## src/rtl/qnr_div_pkg.sv

```systemverilog
// Shared types and helpers for the pipelined restoring divider (qnr_pipe_divider).
// Widths here set the stage record layout; the top's parameters default to them.
package qnr_div_pkg;

    localparam int QNR_DW = 16;
    localparam int QNR_VW = 8;
    localparam int QNR_TW = 4;

    typedef struct packed {
        logic              valid;
        logic [QNR_VW:0]   prem;
        logic [QNR_DW-1:0] pquot;
        logic [QNR_DW-1:0] dend;
        logic [QNR_VW-1:0] dsor;
        logic [QNR_TW-1:0] tag;
        logic              dbz;
    } stage_t;

    typedef struct packed {
        logic            qbit;
        logic [QNR_VW:0] prem;
    } trial_t;

    localparam logic [QNR_DW-1:0] DBZ_QUOTIENT = '1;

    // Shift in the next dividend bit, then keep the difference only if it did not go negative.
    function automatic trial_t trial_subtract(input logic [QNR_VW:0]   prem,
                                              input logic              next_bit,
                                              input logic [QNR_VW-1:0] dsor);
        trial_t            res;
        logic [QNR_VW+1:0] shifted;
        shifted  = {prem, next_bit};
        res.qbit = (shifted >= {2'b00, dsor});
        if (res.qbit)
            res.prem = shifted[QNR_VW:0] - {1'b0, dsor};
        else
            res.prem = shifted[QNR_VW:0];
        return res;
    endfunction

endpackage

```

## src/rtl/qnr_div_stage.sv

```systemverilog
// One restoring-division step (decides quotient bit DW-1-K) followed by its
// stall-able stage register. Only the valid bit is cleared by reset.
module qnr_div_stage
    import qnr_div_pkg::*;
#(
    parameter int K = 0
) (
    input  logic   clk,
    input  logic   rst,
    input  logic   en,
    input  stage_t prev,
    output stage_t curr
);

    trial_t t;
    stage_t step;

    always_comb begin
        t                      = trial_subtract(prev.prem, prev.dend[QNR_DW-1-K], prev.dsor);
        step                   = prev;
        step.prem              = t.prem;
        step.pquot[QNR_DW-1-K] = t.qbit;
    end

    always_ff @(posedge clk) begin
        if (rst)
            curr.valid <= 1'b0;
        else if (en)
            curr <= step;
    end

endmodule

```

## src/rtl/qnr_pipe_divider.sv

```systemverilog
// Fully pipelined unsigned restoring divider, one quotient bit per stage, DW-cycle latency.
// Define QNR_ROUND_EN to round the quotient to nearest (saturating) in the final stage.
module qnr_pipe_divider
    import qnr_div_pkg::*;
#(
    parameter int DW = QNR_DW,
    parameter int VW = QNR_VW,
    parameter int TW = QNR_TW
) (
    input  logic          clk,
    input  logic          rst,
    input  logic          en,
    input  logic          in_valid,
    input  logic [DW-1:0] dividend,
    input  logic [VW-1:0] divisor,
    input  logic [TW-1:0] in_tag,
    output logic          out_valid,
    output logic [DW-1:0] quotient,
    output logic [VW-1:0] remainder,
    output logic [TW-1:0] out_tag,
    output logic          div_by_zero
);

    stage_t head;
    stage_t pipe [DW];
    stage_t last;
    logic   unused_bits;

    always_comb begin
        head       = '0;
        head.valid = in_valid;
        head.dend  = dividend;
        head.dsor  = divisor;
        head.tag   = in_tag;
        head.dbz   = (divisor == '0);
    end

    for (genvar k = 0; k < DW; k++) begin : g_stage
        if (k == 0) begin : g_first
            qnr_div_stage #(.K(k)) u_stage (
                .clk  (clk),
                .rst  (rst),
                .en   (en),
                .prev (head),
                .curr (pipe[k])
            );
        end else begin : g_rest
            qnr_div_stage #(.K(k)) u_stage (
                .clk  (clk),
                .rst  (rst),
                .en   (en),
                .prev (pipe[k-1]),
                .curr (pipe[k])
            );
        end
    end

    assign last        = pipe[DW-1];
    assign unused_bits = ^{last.prem[VW], last.dend, last.dsor};

    // Outputs are gated by valid so reset and bubbles present zeros, never stale data.
    always_comb begin
        out_valid   = last.valid;
        quotient    = '0;
        remainder   = '0;
        out_tag     = '0;
        div_by_zero = 1'b0;
        if (last.valid) begin
            out_tag     = last.tag;
            div_by_zero = last.dbz;
            if (last.dbz) begin
                quotient = DBZ_QUOTIENT;
            end else begin
                quotient  = last.pquot;
                remainder = last.prem[VW-1:0];
`ifdef QNR_ROUND_EN
                if (({last.prem[VW-1:0], 1'b0} >= {1'b0, last.dsor}) &&
                    (last.pquot != DBZ_QUOTIENT))
                    quotient = last.pquot + DW'(1);
`endif
            end
        end
    end

endmodule

```

## config.mk

```make
export PLATFORM = sky130hd
export DESIGN_NAME = qnr_pipe_divider
export DESIGN_NICKNAME = d
export VERILOG_FILES = /design/src/rtl/qnr_div_pkg.sv /design/src/rtl/qnr_div_stage.sv /design/src/rtl/qnr_pipe_divider.sv
export SDC_FILE = /design/constraint.sdc
export NUM_CORES = 1
export LEC_CHECK = 0
export BUFFER_PORTS_ARGS = -buffer_cell sky130_fd_sc_hd__buf_2
export CAP_MARGIN = 25
export CORE_AREA = 2 2 192 382
export DETAILED_ROUTE_END_ITERATION = 6
export DIE_AREA = 0 0 194 384
export GPL_TIMING_DRIVEN = 0
export PLACE_DENSITY_LB_ADDON = 0.1
export RECOVER_POWER = 100
export SLEW_MARGIN = 0
export SYNTH_ARGS = -nofsm -noshare
export SYNTH_HDL_FRONTEND = slang
export SYNTH_HIERARCHICAL = 1
export SYNTH_SLANG_ARGS = --single-unit
```

## constraint.sdc

```tcl
create_clock -name clk -period 3 [get_ports clk]
set_input_delay 0 -clock clk [delete_from_list [all_inputs] [get_ports clk]]
set_output_delay 0 -clock clk [all_outputs]
set_load 0.1 [all_outputs]
```

==> impl_metrics.ini, run 1 <==
[critical_path]
cp_data_required_time_ps = 3340
r2r_slack_ps = 70
worst_r2r_endpoint = g_stage[10].g_rest.u_stage/curr[47]$_DFFE_PP_
path_max_fanout = 10
cp-start-kind = flip-flop
r2r_cells = 9
crit_type = reg -> reg
r2r_start = g_stage[9].g_rest.u_stage/curr[18]$_DFFE_PP_
endpoint_kind = flip-flop
crit_arrival_ps = 3270

[place]
post_dp_cell_area_sq_mm = 0.0294
dp_hpwl_um = 46600
io_buffer_count = 61
place_congestion = 0.885

[floorplan]
start_util_pct = 38.3
dieArea_sq_mm = 0.0745
die_w_um = 194
io_pins = 62
rows = 139
coreArea_sq_mm = 0.0717
die_h_um = 384

[drt]
avgViaCountPerCell = 5.02
first_iter_violations = 510
firstDrtPassIters = 4
drt-total-wl_um = 58800
vias = 15074
drc = 0
wl_per_cell_um = 19.6
final_antenna_net_count = 0

[synth]
synth_area_sq_mm = 0.0274
syn_inst = 1853
yosysWarnings = 6
synth.avg_cell_area_sq_um = 14.8

[grt]
antenna_found_initial = 0
grt_use_total_pct = 16.0
grt_overflow = 0
grt_max_degree = 34
first_global_vias = 16469
grt_pass1_wl_um = 89200

[clocking]
clk_latency_ps = 630
clk_pin_slew_ps = 70
cts.path.max_buffers = 3
cts_buffers = 55
htreeDepth = 2
cts_num_sinks = 615
cts_tree = yes
clock-root-buffer = clkbuf_16

[sta]
fmax_mhz = 342
rsz0062_at_grt = false
worstMarginPinSlew_ps = 1770
slew_headroom_pct = -17.8
hold_viol_final = 0
finalSetupViolCount = 0
finalCritPeriodShare_pct = 97.6
slew_viol_final = 33
period_needed_ps = 2930
skew_ps = 23.1
tns_ps = 0

[final_layout]
insertedDiodeCount = 0
post-route-util_pct = 43.8
drive_gt1_share_pct = 11.6
syn_to_final_growth_pct = 14.4
fin_area_sq_mm = 0.0314
final_nets = 2217

[hold_path]
min_to = g_stage[0].g_first.u_stage/curr[26]$_DFFE_PP_
hold_class = in -> reg
min_from = dividend[13]
min_path_cells = 2

[status]
status = finished, violations left
violations = max-capacitance violations, max-slew violations

[power]
power_density_mw_per_mm2 = 637
ir_drop_mv = 0.435
p_leak_nw = 11.4

[run]
maxCapViolations = 1
-- worst max-delay path, stage by stage, from the launching register on --
cell      delay [ps]
edfxtp_1         390
inv_1             70
ha_1             160
inv_1             60
fa_1             420
nand3_1          190
a21oi_1          210
nor4b_4          610
clkbuf_2         350
o21ai_0          170
-- how the worst max path moves through the flow --
stage | endpoint | cells past startpoint | startpoint | slack [ps]
finish | g_stage[10].g_rest.u_stage/curr[47]$_DFFE_PP_ | 9 | g_stage[9].g_rest.u_stage/curr[18]$_DFFE_PP_ | 70
global route | g_stage[14].g_rest.u_stage/curr[51]$_DFFE_PP_ | 10 | g_stage[13].g_rest.u_stage/curr[14]$_DFFE_PP_ | 0.5
CTS | g_stage[13].g_rest.u_stage/curr[52]$_DFFE_PP_ | 10 | g_stage[12].g_rest.u_stage/curr[15]$_DFFE_PP_ | 0.2
detailed placement | g_stage[15].g_rest.u_stage/curr[50]$_DFFE_PP_ | 7 | g_stage[14].g_rest.u_stage/curr[46]$_DFFE_PP_ | -300
global placement | g_stage[2].g_rest.u_stage/curr[22]$_DFFE_PP_ | 2 | en | -920
floorplan | g_stage[12].g_rest.u_stage/curr[46]$_DFFE_PP_ | 10 | g_stage[11].g_rest.u_stage/curr[16]$_DFFE_PP_ | 480
-- flip-flops by register name, indices dropped and copies added (netlist names) --
| signal | cells |
|---|---|
| g_stage.g_first.u_stage/curr | 39 |
| g_stage.g_rest.u_stage/curr | 576 |
-- timing repair --
action	CTS	global route
hold buffers	30	1
pin swaps	1	5
setup endpoints to repair	7	36
setup buffers	0	5
resized for setup	3	7
endpoints found under the hold margin	36	36
-- cells in the final DEF, fill, tap and decap left out, types with 20 or more instances in the layout --
cell type	n
ha_1	128
a21oi_1	72
clkbuf_16	55
inv_1	195
o31ai_1	20
clkbuf_1	53
dlygate4sd3_1	31
o21a_1	22
nand2_1	100
a21o_1	28
mux2i_1	32
mux2_4	34
xnor2_1	36
nand3_1	46
a21boi_0	42
buf_2	27
nor2_1	71
o21ai_0	75
mux2_1	22
nor2b_1	38
edfxtp_1	599
-- where the power goes --
| group | internal, mW | leakage (nW) | switching (mW) |
|---|---|---|---|
| registers | 9.97 | 5.73 | 0.198 |
| clock network | 4.27 | 0.916 | 3.17 |
| logic | 1.02 | 4.77 | 1.35 |
| total | 15.3 | 11.4 | 4.71 |
-- per-stage QoR --
stage          total power, mW  cells  setup slack, ps  hold WS, ps
2_1_floorplan             12.0   1870              482         72.4
3_3_place_gp              12.7   2847             -922          177
3_5_place_dp              12.8   2863             -304          179
4_1_cts                   20.4   2997            0.191         15.7
5_1_grt                   20.9   3004            0.542         51.3
6_report                  20.0   3004             72.7         83.0
-- final cells by class --
class | instances | area, sq um
Multi-Input combinational cell | 1040 | 8220
Inverter | 195 | 732
Fill cell | 6509 | 40300
Clock inverter | 38 | 505
Sequential cell | 615 | 18300
Buffer | 20 | 265
Tap cell | 916 | 1150
Timing Repair Buffer | 114 | 795
Clock buffer | 66 | 1420
-- metal layers --
metal  global-route usage (%)  part of all wire, %  up-vias
met5                        0                    0        -
met4                     7.97                  5.2        0
met3                     1.94                  2.1      149
met2                     39.2                   69      234
met1                     9.58                   24     7419
li1                         -                    -     7272
Power figures use the tool's default switching activity.
==> run 2: changes to the inputs <==
==> constraint.sdc (replaced) <==
create_clock -name clk -period 3 [get_ports clk]
set_input_delay 0 -clock clk [delete_from_list [all_inputs] [get_ports clk]]
set_output_delay 0 -clock clk [all_outputs]
set_load 0.05 [all_outputs]
==> impl_metrics.ini, run 2 (synthesis gave the netlist of run 1 again) <==
[grt]
antenna_found_initial = 0
met3_usage_pct = 1.94
grt_pass1_wl_um = 89200
grt_use_total_pct = 16.0
met2_usage_pct = 39.2
grt_overflow = 0
grt_util_met1_pct = 9.58
grt_max_degree = 34
first_global_vias = 16469
top_usage_layer = met2

[floorplan]
rows = 139
dieArea_sq_mm = 0.0745
die_w_um = 194
coreArea_sq_mm = 0.0717
start_util_pct = 38.3
io_pins = 62
die_h_um = 384

[clocking]
cts.path.max_buffers = 3
htreeDepth = 2
clk_latency_ps = 630
cts_buffers = 55
cts_num_sinks = 615
cts_tree = yes
clk_pin_slew_ps = 70
clock-root-buffer = clkbuf_16

[drt]
drt-total-wl_um = 58800
drc = 0
avgViaCountPerCell = 5.02
first_iter_violations = 510
vias = 15081
firstDrtPassIters = 4
wl_per_cell_um = 19.6
final_antenna_net_count = 0

[power]
seqPwrFrac_pct = 50.9
p_switching_mw = 4.71
total_power_mw = 20.0
pwr-share-comb_pct = 11.9
swShare_pct = 23.6
ir_drop_mv = 0.435
clkPwrFrac_pct = 37.2
p_leak_nw = 11.4
power_density_mw_per_mm2 = 637
p_int_mw = 15.3

[critical_path]
worst_r2r_endpoint = g_stage[10].g_rest.u_stage/curr[47]$_DFFE_PP_
slowest_stage = nor4b_4
cpPeakStageDelay_ps = 610
cp-start-kind = flip-flop
cp_data_required_time_ps = 3340
r2r_start = g_stage[9].g_rest.u_stage/curr[18]$_DFFE_PP_
r2r_slack_ps = 70
r2r_cells = 9
crit_type = reg -> reg
path_cells = inv_1 > ha_1 > inv_1 > fa_1 > nand3_1 > a21oi_1 > nor4b_4 > clkbuf_2 > o21ai_0
path_common_cell = inv_1
endpoint_kind = flip-flop
path_max_fanout = 10
crit_arrival_ps = 3270

[sta]
skew_ps = 23.1
slew_viol_final = 33
holdWs_ps = 83.0
worstMarginPinSlew_ps = 1770
slew_headroom_pct = -17.8
finalSetupViolCount = 0
finalCritPeriodShare_pct = 97.6
rsz0062_at_grt = false
period_needed_ps = 2930
fmax_mhz = 342
hold_viol_final = 0

[final_layout]
drive_gt1_share_pct = 11.6
syn_to_final_growth_pct = 14.4
registers.top_by_ff_count = g_stage.g_rest.u_stage/curr
final_nets = 2217
largest_reg_flops = 576
post-route-util_pct = 43.8
top_regs = g_stage.g_rest.u_stage/curr: 576 flops, g_stage.g_first.u_stage/curr: 39 flops
insertedDiodeCount = 0
final_common_cell = edfxtp_1
nFillCells = 6511
layout_common_cells = 599 x edfxtp_1, 195 x inv_1, 128 x ha_1

[hold_path]
min_to = g_stage[0].g_first.u_stage/curr[26]$_DFFE_PP_
min_from = dividend[13]
hold_class = in -> reg
min_path_cells = 2

[status]
status = finished, violations left
violations = max-capacitance violations, max-slew violations

[place]
dp_hpwl_um = 46600
place_congestion = 0.885
io_buffer_count = 61

[run]
maxCapViolations = 1
-- run 2: cell counts in the layout (fill, tap and decap cells not counted) --
No cell type changed its count.
-- run 2: routing by layer --
layer | routed length [um] | part of all wire [%] | up-vias
li1 | - | - | 7272
met1 | 14100 | 24 | 7426
met2 | 40400 | 69 | 234
met3 | 1260 | 2.1 | 149
met4 | 3050 | 5.2 | 0
met5 | 0 | 0 | -
-- run 2: area by class of cell --
type / instances / area (sq um) / area share [%]
Tap cell: 916 / 1150 / 3.65
Multi-Input combinational cell: 1040 / 8220 / 26.2
Sequential cell: 615 / 18300 / 58.3
Clock buffer: 66 / 1420 / 4.52
Inverter: 195 / 732 / 2.33
Clock inverter: 38 / 505 / 1.61
Timing Repair Buffer: 114 / 797 / 2.54
Buffer: 20 / 263 / 0.837
-- run 2: what timing repair did --
action	CTS	global route
pin swaps	1	5
resized for setup	3	7
hold buffers	30	1
buffers inserted	0	5
setup endpoints to repair	7	36
hold endpoints to repair	36	36
-- run 2: worst max-delay path by stage --
| stage | from | end | cells past startpoint |
|---|---|---|---|
| 2_1_floorplan | g_stage[11].g_rest.u_stage/curr[16]$_DFFE_PP_ | g_stage[12].g_rest.u_stage/curr[46]$_DFFE_PP_ | 10 |
| 5_1_grt | g_stage[13].g_rest.u_stage/curr[14]$_DFFE_PP_ | g_stage[14].g_rest.u_stage/curr[51]$_DFFE_PP_ | 10 |
| 6_report | g_stage[9].g_rest.u_stage/curr[18]$_DFFE_PP_ | g_stage[10].g_rest.u_stage/curr[47]$_DFFE_PP_ | 9 |
| 3_5_place_dp | g_stage[14].g_rest.u_stage/curr[46]$_DFFE_PP_ | g_stage[15].g_rest.u_stage/curr[50]$_DFFE_PP_ | 7 |
| 4_1_cts | g_stage[12].g_rest.u_stage/curr[15]$_DFFE_PP_ | g_stage[13].g_rest.u_stage/curr[52]$_DFFE_PP_ | 10 |
| 3_3_place_gp | en | g_stage[2].g_rest.u_stage/curr[22]$_DFFE_PP_ | 2 |
-- run 2: power groups by stage --
stage                     registers, mW  clock network (mW)  logic (mW)
after floorplan                    10.3                   0        1.72
after global placement             10.4                   0        2.29
after detailed placement           10.4                   0        2.42
after CTS                          10.2                7.76        2.46
after global routing               10.2                8.03        2.61
final                              10.2                7.44        2.37
-- run 2: critical path, delay by kind of cell (launching register included) --
family | cells | cell delay (ps)
AND/OR/NAND/NOR | 2 | 800
AO/OA/AOI/OAI | 2 | 380
flip-flops | 1 | 390
buffers and inverters | 3 | 480
adder cells (fa/ha/maj) | 2 | 580
-- run 2: through the flow --
step | setup TNS [ps] | instance area (sq um) | cells | setup slack [ps]
floorplan | 0 | 27500 | 1870 | 482
global placement | -374850 | 29000 | 2847 | -922
detailed placement | -443 | 29400 | 2863 | -304
CTS | 0 | 31600 | 2997 | 0.191
global route | 0 | 31400 | 3004 | 0.542
finish | 0 | 31400 | 3004 | 72.7
==> run 3: changes to the inputs <==
ABC_AREA = 1   (was default)
CORE_AREA = 2 2 197 392   (was 2 2 192 382)
DIE_AREA = 0 0 199 394   (was 0 0 194 384)
==> impl_metrics.ini, run 3 <==
[final_layout]
layout_common_cells = 821 x nand2_1, 599 x edfxtp_1, 431 x inv_1
registers.top_by_ff_count = g_stage.g_rest.u_stage/curr
nFillCells = 7152
multi_input_area_sq_mm = 0.00928
largest_reg_flops = 576
final_common_cell = nand2_1
final_cells = 3901
register_area_sq_mm = 0.0183
final_nets = 3018
fin_area_sq_mm = 0.0333
syn_to_final_growth_pct = 13.3
drive_gt1_share_pct = 11.3
top_regs = g_stage.g_rest.u_stage/curr: 576 flops, g_stage.g_first.u_stage/curr: 39 flops
insertedDiodeCount = 0
post-route-util_pct = 44.0

[grt]
grt_pass1_wl_um = 99300
first_global_vias = 18757
grt_use_total_pct = 16.9
antenna_found_initial = 0
grt_overflow = 0
grt_max_degree = 36

[sta]
fmax_mhz = 382
fin_ws_ps = 383
rsz0062_at_grt = false
slew_headroom_pct = -17.9
hold_viol_final = 0
slew_viol_final = 93
holdWs_ps = 88.2
skew_ps = 17.3
finalCritPeriodShare_pct = 87.2
worstMarginPinSlew_ps = 1760
finalSetupViolCount = 0
period_needed_ps = 2620
tns_ps = 0

[clocking]
clk_pin_slew_ps = 60
cts_buffers = 55
clock-root-buffer = clkbuf_16
clk_latency_ps = 620
htreeDepth = 2
ctsResizeCount = 0
cts.path.max_buffers = 3
cts_tree = yes
cts_num_sinks = 615

[place]
dp.cells = 3766
place_congestion = 0.855
post_dp_cell_area_sq_mm = 0.0316
dp_hpwl_um = 52700
io_buffer_count = 61
dpl_worst_slack_ps = 439

[power]
p_leak_nw = 14.4
ir_drop_mv = 0.469
total_power_mw = 20.5
power_density_mw_per_mm2 = 615

[floorplan]
die_h_um = 394
coreArea_sq_mm = 0.0757
die_w_um = 199
rows = 143
dieArea_sq_mm = 0.0784
io_pins = 62
start_util_pct = 38.9

[run]
maxCapViolations = 5

[critical_path]
crit_type = reg -> reg
r2r_slack_ps = 380
critPathLaunch = g_stage[3].g_rest.u_stage/curr[24]$_DFFE_PP_
cp_data_required_time_ps = 3360
path_max_fanout = 10
endpoint_kind = flip-flop
cp-start-kind = flip-flop
crit_arrival_ps = 2980
worst_r2r_endpoint = g_stage[4].g_rest.u_stage/curr[45]$_DFFE_PP_
r2r_cells = 10
r2r_start = g_stage[3].g_rest.u_stage/curr[24]$_DFFE_PP_

[synth]
yosysWarnings = 6
syn_inst = 2654
synth.avg_cell_area_sq_um = 11.1
synth_area_sq_mm = 0.0294

[hold_path]
hold_class = in -> reg
min_path_cells = 2
min_from = in_tag[2]
min_to = g_stage[0].g_first.u_stage/curr[3]$_DFFE_PP_

[drt]
drc = 0
vias = 18180
wl_per_cell_um = 16.7
firstDrtPassIters = 7
final_antenna_net_count = 0
avgViaCountPerCell = 4.66
first_iter_violations = 517
drt-total-wl_um = 65100

[status]
status = finished, violations left
violations = max-capacitance violations, max-slew violations
## run 3: metal layers
layer  GRT usage (%)  wire length [um]  part of all wire (%)  vias to the layer above
met5               0                 0                     0                        -
met4            11.3              4790                   7.4                        0
met3            1.81              1300                   2.0                      162
met2            37.1             40500                    62                      300
met1            12.4             18500                    28                     8540
li1                -                 -                     -                     9178
## run 3: power breakdown
group | internal, mW | total (mW) | switching [mW]
Sequential | 9.99 | 10.2 | 0.250
Combinational | 0.938 | 2.76 | 1.82
Clock | 4.36 | 7.51 | 3.15
## run 3: worst max-delay path, stage by stage (launching register included)
cell and delay [ps]:
edfxtp_1 420, inv_1 80, ha_1 140, inv_1 70, fa_1 460, nand3_1 120, nand3_1 130, nand2_1 150
nand4_1 490, nand2_1 210, nand2_1 80
## run 3: worst max path at each step
| stage | cells after the start | slack [ps] | to |
|---|---|---|---|
| 2_1_floorplan | 2 | 910 | g_stage[0].g_first.u_stage/curr[0]$_DFFE_PP_ |
| 3_3_place_gp | 3 | -1110 | g_stage[2].g_rest.u_stage/curr[16]$_DFFE_PP_ |
| 3_5_place_dp | 10 | 440 | g_stage[10].g_rest.u_stage/curr[51]$_DFFE_PP_ |
| 4_1_cts | 10 | 420 | g_stage[10].g_rest.u_stage/curr[51]$_DFFE_PP_ |
| 5_1_grt | 5 | 180 | g_stage[3].g_rest.u_stage/curr[3]$_DFFE_PP_ |
| 6_report | 10 | 380 | g_stage[4].g_rest.u_stage/curr[45]$_DFFE_PP_ |
## run 3: layout make-up
type / instances / area share [%]
Clock buffer: 60 / 4.19
Tap cell: 1015 / 3.81
Timing Repair Buffer: 112 / 2.48
Clock inverter: 41 / 1.69
Inverter: 447 / 5.03
Sequential cell: 615 / 54.9
Multi-Input combinational cell: 1608 / 27.8
Buffer: 3 / 0.0450
## run 3: repair_timing
item,CTS,global route
hold buffers,34,0
setup buffers,0,0
hold endpoints to repair,47,0
endpoints found under the setup margin,0,0
